[src/rtl/exec_issue_buf.sv]
// exec_issue_buf: two-entry skid buffer between decode and the execute units.
// The head entry drives the exec bus. The skid entry absorbs one extra
// operation while exec stalls. Writeback results are forwarded into every
// operand that is held or being captured.
module exec_issue_buf #(
    parameter int W_OPR = 32,
    parameter int W_REG = 5,
    parameter int W_SEL = 2
) (
    input  logic             clk_i,
    input  logic             rst_i,
    input  logic             flush_i,
    input  logic             in_valid_i,
    output logic             in_ready_o,
    input  logic [W_OPR-1:0] in_opr0_i,
    input  logic [W_OPR-1:0] in_opr1_i,
    input  logic [W_REG-1:0] in_src0_i,
    input  logic [W_REG-1:0] in_src1_i,
    input  logic [W_SEL-1:0] in_select_i,
    input  logic [W_REG-1:0] in_dst_i,
    input  logic             wb_valid_i,
    input  logic [W_REG-1:0] wb_dst_i,
    input  logic [W_OPR-1:0] wb_data_i,
    output logic             out_valid_o,
    input  logic             out_ready_i,
    output logic [W_OPR-1:0] opr0_o,
    output logic [W_OPR-1:0] opr1_o,
    output logic [W_SEL-1:0] select_o,
    output logic [W_REG-1:0] dst_o
);

    typedef struct packed {
        logic             valid;
        logic [W_SEL-1:0] select;
        logic [W_REG-1:0] dst;
        logic [W_REG-1:0] src0;
        logic [W_REG-1:0] src1;
        logic [W_OPR-1:0] opr0;
        logic [W_OPR-1:0] opr1;
    } entry_t;

    entry_t head_p0, skid_p0;
    entry_t head_nxt, skid_nxt;
    entry_t head_fwd, skid_fwd, in_fwd, in_entry;
    logic   issue, accept;

    // Replace any operand whose source matches the writeback destination.
    // Register 0 is hard-wired, so a writeback to index 0 never forwards.
    function automatic entry_t forward(input entry_t           e,
                                       input logic             wv,
                                       input logic [W_REG-1:0] wd,
                                       input logic [W_OPR-1:0] wdata);
        entry_t r;
        r = e;
        if (wv && (wd != '0)) begin
            if (e.src0 == wd) r.opr0 = wdata;
            if (e.src1 == wd) r.opr1 = wdata;
        end
        return r;
    endfunction

    assign issue  = head_p0.valid & out_ready_i;
    assign accept = in_valid_i & ~skid_p0.valid;

    // Next-state selection: flush first, then refill head from skid or input.
    always_comb begin
        in_entry        = '0;
        in_entry.valid  = 1'b1;
        in_entry.select = in_select_i;
        in_entry.dst    = in_dst_i;
        in_entry.src0   = in_src0_i;
        in_entry.src1   = in_src1_i;
        in_entry.opr0   = in_opr0_i;
        in_entry.opr1   = in_opr1_i;

        head_fwd = forward(head_p0, wb_valid_i, wb_dst_i, wb_data_i);
        skid_fwd = forward(skid_p0, wb_valid_i, wb_dst_i, wb_data_i);
        in_fwd   = forward(in_entry, wb_valid_i, wb_dst_i, wb_data_i);

        head_nxt = head_fwd;
        skid_nxt = skid_fwd;

        if (flush_i) begin
            head_nxt.valid = 1'b0;
            skid_nxt.valid = 1'b0;
        end else if (!head_p0.valid || issue) begin
            // The skid entry is always older than the incoming operation.
            if (skid_p0.valid) begin
                head_nxt = skid_fwd;
            end else if (accept) begin
                head_nxt = in_fwd;
            end else begin
                head_nxt.valid = 1'b0;
            end
            skid_nxt.valid = 1'b0;
        end else if (accept) begin
            skid_nxt = in_fwd;
        end
    end

    // Entry registers with asynchronous clear.
    always_ff @(posedge clk_i or posedge rst_i) begin
        if (rst_i) begin
            head_p0 <= '0;
            skid_p0 <= '0;
        end else begin
            head_p0 <= head_nxt;
            skid_p0 <= skid_nxt;
        end
    end

    assign in_ready_o  = ~skid_p0.valid;
    assign out_valid_o = head_p0.valid;
    assign opr0_o      = head_p0.opr0;
    assign opr1_o      = head_p0.opr1;
    assign select_o    = head_p0.select;
    assign dst_o       = head_p0.dst;

endmodule

[config.mk]
export PLATFORM = sky130hd
export DESIGN_NAME = exec_issue_buf
export DESIGN_NICKNAME = d
export VERILOG_FILES = /design/src/rtl/exec_issue_buf.sv
export SDC_FILE = /design/constraint.sdc
export NUM_CORES = 1
export LEC_CHECK = 0
export ABC_CLOCK_PERIOD_IN_PS = 7000
export CORE_MARGIN = 2
export CORE_UTILIZATION = 30
export DETAILED_ROUTE_END_ITERATION = 16
export PLACE_DENSITY = 0.48
export SETUP_SLACK_MARGIN = 0.15
export SLEW_MARGIN = 5
export SYNTH_ARGS = -nofsm -noshare
export SYNTH_HDL_FRONTEND = slang
export SYNTH_SLANG_ARGS = --single-unit
[constraint.sdc]
create_clock -name clk_i -period 7 [get_ports clk_i]
set_input_delay 1.4 -clock clk_i [delete_from_list [all_inputs] [get_ports clk_i]]
set_output_delay 1.4 -clock clk_i [all_outputs]
set_load 0.01 [all_outputs]
* Word-level counts from Yosys, hierarchy flattened
Cells that the tools add are included.
Storage, ports and cells: input port bits 124, logic and storage cells 54, output and inout port bits 73, register bits after elaboration 164
Operators by class: eq/ne operators 6, reduce and logical (&&, ||, !) cells 9, bitwise gates (word level) 5, multiplexer cells 20
Operators with widths (count):
- $mux W64 | 6
- $mux W82 | 3
- $mux W32 | 6
- $mux W81 | 1
- $eq A5 B5 Y1 | 6
- $reduce_and A3 Y1 | 2
- $reduce_bool A5 Y1 | 1
- $mux W1 | 4
- $reduce_bool A2 Y1 | 2
- $not A1 Y1 | 3
- $reduce_bool A3 Y1 | 1
- $and A1 B1 Y1 | 2
- $logic_and A1 B1 Y1 | 1
- $logic_not A1 Y1 | 1
- $logic_or A1 B1 Y1 | 1

* Depth between registers and ports, before layout
Gate-level depths: netlist of run 1.
word-level depth 7, depth in mapped cells 9, mapped depth without buffers 5

* Worst setup path before layout of run 1
OpenSTA, ideal clock, no wires.
path kind input port to flip-flop, start point in wb_dst_i[1], end point reg head_p0 (netlist bit opr1_o[23]), path slack 3.551 ns, path buffers 3, stages 8, library setup time 0.126 ns, arrival 3.323 ns, required time 6.874 ns, cells stage by stage buf_4 > or4_4 > o21a_1 > and3_1 > buf_6 > buf_6 > mux2_4 > a221o_1
RTL lines:
- from (decl) | line 22 | input logic [W_REG-1:0] wb_dst_i,
- to (signal assigned) | line 107 | head_p0 <= head_nxt;
- to (decl) | line 42 | entry_t head_p0, skid_p0;

==> reports/results.tsv, run 1 <==
metric	value	unit
syn_to_final_growth	29.2	%
grt_max_degree	77	
start_util	30.4	%
synth_fp_nets	1195	
cts_sinks	164	
fin_crit	4.81	ns
hpwlAfterDp	24000	um
cap_violations	0	
final_cell_mix	clkdlybuf4s50_1, dfrtp_1, nand2_1, o21ai_0, a22oi_1	
status	complete, no violations	
antenna_found_initial	0	
r2r_start	skid_fwd[81]	
core-area	32400	um2
globalplace.congestion	0.772	
slew_viol_final	0	
via_per_inst	5.47	
max_freq	0.208	GHz
netlist_area	9830	um2
clk_path_buf_depth	2	
fin_crit_sh	68.7	%
drt_iter0_drc	796	
drcViolationCount	0	
dp_cells	1626	
holdCritStartpoint	skid_fwd[80]	
p_leak	5.02	nW
cp_data_arrival_time	5.07	ns
rows	66	
overflow	0	
ys_seq_area_share	41.8	%
ys_types	42	
clock_latency	0.44	ns
skew	0.0156	ns
cts.repair.resized	0	
post-place-ws	1.73	ns
finalHoldViolCount	0	
synth-edff-count	0	
slew_headroom	25.3	%
pwr_density_cell	278	nW/um2
grt_use_total	21.9	%
end_kind	flop	
async_flop_share	100	%
cts_tree	built	
h-tree-depth	4	
ys_warn_count	0	
firstDrtPassIters	5	
instances_no_fill	1658	
cts_root_buf	clkbuf_16	
ctsHoldBuffers	0	
crit_fanout	33	
nets	1327	
dr_total_vias	9074	
placed_cell_area	12100	um2
synthFlopType	dfrtp_1	
syn_area_per_cell	9.18	um2
tns	0	ns
design_area	12700	um2
die_height	185	um
port_buffers	196	
finish.utilization	39.2	%
cts-buffers-inserted	17	
ir_worst_vdd	0.187	mV
cts_setup_buffers	0	
ant_nets	0	
fin_total_pwr	3.54	mW
rsz0062_at_grt	no	
postLayoutSetupSlackWorst	2.19	ns
wirelength	37200	um
first_global_vias	9347	
die-area	34200	um2
antennaDiodeCount	0	
ioPinCount	197	
critical_path_class	input port to flop	
drt-wirelength-per-cell	22.5	um
cp-start-kind	input port	
die_w	185	um
drive_gt1_share	11.7	%
finalSetupViolations	0	
hold_ws	0.479	ns
clk_pin_slew	0.08	ns
ys_seq_elements	164	
required	7.26	ns
hold_path.class	flop to flop	
worstMarginPinSlew	1.10	ns
final_common_cell	clkdlybuf4s50_1	
grt_first_pass_wirelength	57100	um
netlist_instances	1071	
crit_path_start	wb_dst_i[0]	
synth_stat cells (17+ instances only):
cell	number	area, um2
dfrtp_1	164	4100
nand2_1	135	507
o21ai_0	95	475
a22oi_1	75	563
clkbuf_1	68	255
mux2i_1	67	671
a211oi_1	66	495
mux2_2	62	698
inv_1	46	173
nor2_1	44	165
a31oi_1	24	150
xnor2_1	23	201
nor4_1	21	131
o211ai_1	19	143
nand3_1	17	85.1
nor3_1	17	85.1
power breakdown:
| part | switching, mW | internal (mW) |
|---|---|---|
| Combinational | 0.532 | 0.565 |
| Sequential | 0.203 | 1.26 |
| Clock | 0.437 | 0.538 |
kinds of logic (layout without fill, tap and decap cells):
group                     count (synthesis)  in the layout  share of synthesized area [%]
AOI/OAI and AO/OA                       333            333                           22.7
muxes                                   134            134                           14.7
and+or+nand+nor                         261            261                           11.8
DFF                                     164            164                           41.8
xor gates and xnor gates                 30             30                           2.67
buffers and inverters                   149            294                           6.42
worst max-delay path, cell delays in order:
cell,delay (ns)
clkdlybuf4s50_1,0.61
or4_4,0.66
o21ai_2,0.83
nor3_2,0.10
buf_4,0.35
mux2i_4,0.89
o21ai_0,0.22
per-layer routing:
metal | GRT usage [%] | wire length, um | up-vias
li1 | - | - | 4163
met1 | 30.0 | 16900 | 4557
met2 | 36.1 | 17700 | 310
met3 | 3.13 | 2020 | 44
met4 | 6.25 | 565 | 0
met5 | 0 | 0 | -
cell type report:
type                            count  area [um2]
Inverter                           46         178
Sequential cell                   164        4100
Clock inverter                     14         149
Clock buffer                       18         439
Multi-Input combinational cell    758        5160
Fill cell                        3296       19700
Timing Repair Buffer              216        2110
Tap cell                          442         553
worst paths after layout:
| kind | end | slack, ns | cells past startpoint |
|---|---|---|---|
| min reg2reg | skid_fwd[80] | 0.48 | 2 |
| max in group asynchronous | skid_p0[33] | 4.26 | 3 |
| min | skid_fwd[80] | 0.48 | 2 |
| max | skid_p0[53] | 2.19 | 7 |
| min in group asynchronous | skid_fwd[75] | 1.48 | 2 |
| max reg2reg | skid_p0[53] | 3.45 | 6 |
sequential cells by signal, summed over array words and instances, names as in the netlist:
register,flops
dst_o,5
head_fwd,10
opr0_o,32
opr1_o,32
out_valid_o,1
select_o,2
skid_fwd,18
skid_p0,64
No activity file was read; power rests on OpenSTA's default activity.
==> run 2, diff against run 1 <==
--- a/config.mk
+++ b/config.mk
@@ -5,11 +5,11 @@
 export SDC_FILE = /design/constraint.sdc
 export NUM_CORES = 1
 export LEC_CHECK = 0
-export ABC_CLOCK_PERIOD_IN_PS = 7000
+export ABC_CLOCK_PERIOD_IN_PS = 3900
 export CORE_MARGIN = 2
 export CORE_UTILIZATION = 30
 export DETAILED_ROUTE_END_ITERATION = 16
-export PLACE_DENSITY = 0.48
+export PLACE_DENSITY = 0.5
 export SETUP_SLACK_MARGIN = 0.15
 export SLEW_MARGIN = 5
 export SYNTH_ARGS = -nofsm -noshare
==> constraint.sdc (replaced) <==
create_clock -name clk_i -period 3.9 [get_ports clk_i]
set_input_delay 0.78 -clock clk_i [delete_from_list [all_inputs] [get_ports clk_i]]
set_output_delay 0.78 -clock clk_i [all_outputs]
set_load 0.01 [all_outputs]
==> run 2 against run 1 <==
  * Critical path depth grew 1
  * Total power grew 81%
  * Final cell count increased by 1.4%
  * First-iteration DRC count fell by 25%
  * Largest cell class unchanged
  * Die area unchanged
  * Cell area is 2.4% higher
  * Global-route usage fell by 0.25 points
  * Via count rose by 0.21%
  * Setup slack got worse by 1.2 ns
  * Flip-flop and latch count unchanged
  * Clock skew shrank 0.0037 ns
==> reports/results.tsv, run 2 (synthesis gave the netlist of run 1 again) <==
metric	value	unit
status	complete, no violations	
clk_pin_slew	0.07	ns
design_area	13000	um2
final_cell_mix	clkdlybuf4s50_1, dfrtp_1, nand2_1, o21ai_0, a22oi_1	
slew_viol_final	0	
cp_data_arrival_time	3.22	ns
crit_slowest_cell	or4_4	
drcViolationCount	0	
syn_to_final_growth	32.3	%
swShare	32.7	%
hold_path.class	flop to flop	
ir_worst_vdd	0.335	mV
tns	0	ns
antennaDiodeCount	0	
cp-start-kind	input port	
grt_first_pass_wirelength	56800	um
intPower	4.30	mW
clkPwrFrac	27.8	%
cts.repair.resized	0	
start_util	30.4	%
fin_total_pwr	6.39	mW
ant_nets	0	
first_global_vias	9285	
p_seq_share	40.7	%
ioPinCount	197	
rsz0062_at_grt	no	
p_leak	5.19	nW
nets	1351	
p_switching	2.09	mW
finalSetupViolations	0	
power_frac_comb	31.5	%
hpwlAfterDp	24300	um
clk_path_buf_depth	2	
end_kind	flop	
instances_no_fill	1682	
cts_sinks	164	
drt_iter0_drc	595	
wirelength	36600	um
cts_setup_buffers	0	
cts_root_buf	clkbuf_16	
critical_path_class	input port to flop	
dr_total_vias	9093	
die_w	185	um
holdCritStartpoint	skid_fwd[80]	
overflow	0	
clock_latency	0.43	ns
ctsHoldBuffers	0	
grt_max_degree	73	
required	4.20	ns
cap_violations	0	
fin_crit_sh	75.1	%
finalHoldViolCount	0	
hold_ws	0.479	ns
globalplace.congestion	0.788	
core-area	32400	um2
grt_use_total	21.7	%
placed_cell_area	12400	um2
slew_headroom	20.0	%
final_common_cell	clkdlybuf4s50_1	
die-area	34200	um2
rows	66	
via_per_inst	5.41	
drive_gt1_share	13.5	%
top_register	skid_p0	
cts_tree	built	
dp_cells	1650	
max_freq	0.341	GHz
drt-wirelength-per-cell	21.8	um
crit_path_start	wb_dst_i[0]	
worstMarginPinSlew	1.20	ns
cts-buffers-inserted	17	
crit_fanout	26	
pwr_density_cell	492	nW/um2
max_stage_delay	0.60	ns
antenna_found_initial	0	
skew	0.0120	ns
die_height	185	um
h-tree-depth	4	
r2r_start	skid_fwd[81]	
port_buffers	196	
largest_reg_flops	64	
worstPathCellList	clkdlybuf4s50_1 > or4_4 > o211ai_1 > nor2_4 > buf_12 > a21oi_2 > buf_4 > o21ai_0	
firstDrtPassIters	8	
fin_crit	2.93	ns
## run 2: cell types whose count changed in the layout (fill, tap and decap cells not counted)
cell,change
clkinv_4,+1
o31a_1,-1
buf_12,+9
clkinvlp_4,-1
o31a_2,+1
buf_4,+15
clkbuf_8,+1
clkinv_2,-1
## run 2: layout make-up
cell class	count	area, um2
timing repair buffer	240	2400
sequential	164	4100
multi-input combinational	758	5160
clock buffer	19	453
tap	442	553
clock inverter	13	146
fill	3308	19400
inverter	46	176
## run 2: power groups by stage
stage	clock [mW]	sequential, mW	combinational (mW)
after CTS	1.82	2.60	2.03
final	1.78	2.60	2.01
after global placement	0	2.61	1.99
after floorplan	0	2.60	1.13
after detailed placement	0	2.62	2.02
after global routing	1.88	2.66	2.24
## run 2: path summary, 6_finish.rpt
path / slack, ns / cells past startpoint / to
max in group asynchronous: 2.41 / 3 / skid_p0[40]
hold reg to reg: 0.48 / 2 / skid_fwd[80]
setup / recovery: 0.97 / 8 / skid_p0[18]
setup reg to reg: 1.47 / 8 / skid_p0[24]
hold / removal: 0.48 / 2 / skid_fwd[80]
min in group asynchronous: 0.73 / 2 / opr0_o[30]
## run 2: worst max-delay path: cells and delay by family
family                 cells  cell delay [ns]
AOI/OAI and AO/OA          3             0.63
and+or+nand+nor            2             0.80
buffers and inverters      3             0.98
## run 2: through the flow
stage / utilization, % / setup slack (ns)
after global routing: 40.2 / 0.847
after detailed placement: 38.3 / 0.538
final: 40.2 / 0.971
after CTS: 40.2 / 0.997
after global placement: 38.3 / 0.600
after floorplan: - / 1.04
## run 2: layer usage
metal  wire (um)  up-vias  global-route usage (%)  part of all wire, %
met1       16700     4569                    29.5                   46
li1            -     4217                       -                    -
met2       17500      279                    36.3                   48
met4         405        0                    4.89                  1.1
met3        1960       28                    3.42                  5.4
met5           0        -                       0                    0
==> patch (config.mk and constraints of run 1) <==
Set the parameter `W_OPR` to 36 (it was 32).
--- a/src/rtl/exec_issue_buf.sv
+++ b/src/rtl/exec_issue_buf.sv
@@ -5,3 +5,3 @@
 module exec_issue_buf #(
-    parameter int W_OPR = 32,
+    parameter int W_OPR = 36,
     parameter int W_REG = 5,
Interface: changed (5 resized); port bits go from 197 to 217. No check against the original RTL was run, so the function may have changed too.
==> patch against run 1 <==
Total power rose by 13%. Worst hold slack gained 0.0036 ns. Sequential cell count up 16. Die area rose by 14%. Largest cell class unchanged. Final area is 12% higher. Worst setup slack improved by 0.12 ns. Highest routed layer unchanged. Routed wire length is 6.2% higher. Clock skew down 0.0032 ns. Synthesized area up 14%.
==> patch: results (changes against run 1) <==
The count of non-filler cells in the finished layout is 1,790 (+8.0%). The minimum setup slack among reg-to-reg paths came out at 3.37 ns (-0.08 ns). The sequential element share of the synthesized area came out at 40.1% (-1.6 points). The worst ir drop on vdd is 179 uV (-4.3%). The wire length of the first global-routing pass is 60,500 um (+6.0%). The detailed placer's ending HPWL came out at 25,600 um (+6.5%). The flow ran to the end, and the final reports show no timing, DRC or antenna violations. Sorting the synthesized cells by area gives the leading types as dfrtp_1 (40%), mux2_2 (13%), nand2_1 (7.1%).

The yosys synthesis warning count came to 0 (unchanged). The startpoint of the worst-slack reg-to-reg timing path is skid_fwd[89]. The proportion of layout cells with a drive suffix above 1 was 20.0% (+8.3 points). The post-cts hold buffer count is 0 (unchanged). The number of buffer cells added on primary ports came out at 216 (+10%).

The number of filler cells placed in the layout came out at 3,670 (+11%). The net count of the finished layout is 1,447 (+9.0%). The number of DRC markers in iteration 0 is 520 (-35%). The worst hold slack is 0.483 ns (+0.00356 ns). The number of global-route vias before repair came to 9,642 (+3.2%). In this run the worst setup path begins at wb_dst_i[1]. The pin count of the biggest net entering global routing is 130 (+69%). The final wirelength came out at 39,500 um (+6.2%). The placed instance count is 1,760 (+8.2%). The measured slew at the worst slew-check pin came out at 1.17 ns (+0.0702 ns). The worst-path maximum fanout was 37 (+12%). The total track usage is 20.4% (-1.6 points).

The routed via count divided by cell count is 5.32 (-2.8%). In this run the worst setup path terminates at skid_p0[71]. The total nets after synthesis was 1,322 (+11%).

The arrival time reported for the critical path endpoint is 5.06 ns (about the same). The number of flip-flops in the largest register is 72 (+13%). The number of instances in the synthesized netlist is 1,186 (+11%). The maximum clock skew at final layout came to 0.0125 ns (-0.00316 ns). The capture endpoint of the worst hold path is skid_fwd[82]. The iteration count of the initial detailed-routing pass is 5 (unchanged). The depth of the CTS H-tree came out at 4 (unchanged).

The leakage power summed over all cells came out at 5.32 nW (+6.0%). The number of distinct standard cells referenced by the synthesized netlist came out at 37 (-12%). In this run the critical register-to-register path is captured at skid_p0[10].

The worst hold path begins at skid_fwd[82].
==> patch: cell type report <==
| type | instances | area share [%] |
|---|---|---|
| Multi-Input combinational cell | 860 | 43.1 |
| Inverter | 19 | 0.554 |
| Tap cell | 468 | 4.11 |
| Timing Repair Buffer | 233 | 16.1 |
| Clock buffer | 22 | 3.26 |
| Sequential cell | 180 | 31.6 |
| Clock inverter | 8 | 1.23 |
==> patch: per-layer routing <==
metal / share of wire (%) / up-vias / GRT usage, %
met3: 4.6 / 41 / 3.57
met2: 45 / 249 / 32.1
met5: 0 / - / 0
met1: 48 / 4820 / 28.6
met4: 1.9 / 0 / 5.93
li1: - / 4408 / -
==> patch: cell families (layout without fill, tap and decap cells) <==
logic type      Yosys count  after routing  synth area share, %
simple gates            431            431                 16.2
xor+xnor                 30             30                 2.34
flops                   180            180                 40.1
mux                     202            202                 19.7
buf+inv                 146            282                 5.91
compound gates          197            197                 15.7
==> patch: worst max-delay path, stage by stage <==
cell and delay, ns:
clkdlybuf4s50_1 0.63, or4_4 0.64, o21a_1 0.48, and3_2 0.32
buf_4 0.30, mux2i_4 0.67, buf_4 0.37, o221a_2 0.22
==> patch: power breakdown <==
part | switching [mW] | internal (mW)
clock network | 0.447 | 0.652
logic | 0.584 | 0.734
registers | 0.194 | 1.38
total | 1.23 | 2.76
==> patch: metrics by stage <==
stage	worst slack, ns	util, %	area, sq um
floorplan	0.713	-	11200
global placement	1.93	37.0	13600
detailed placement	1.84	37.0	13600
CTS	2.31	38.8	14200
global route	2.16	38.8	14200
finish	2.32	38.8	14200
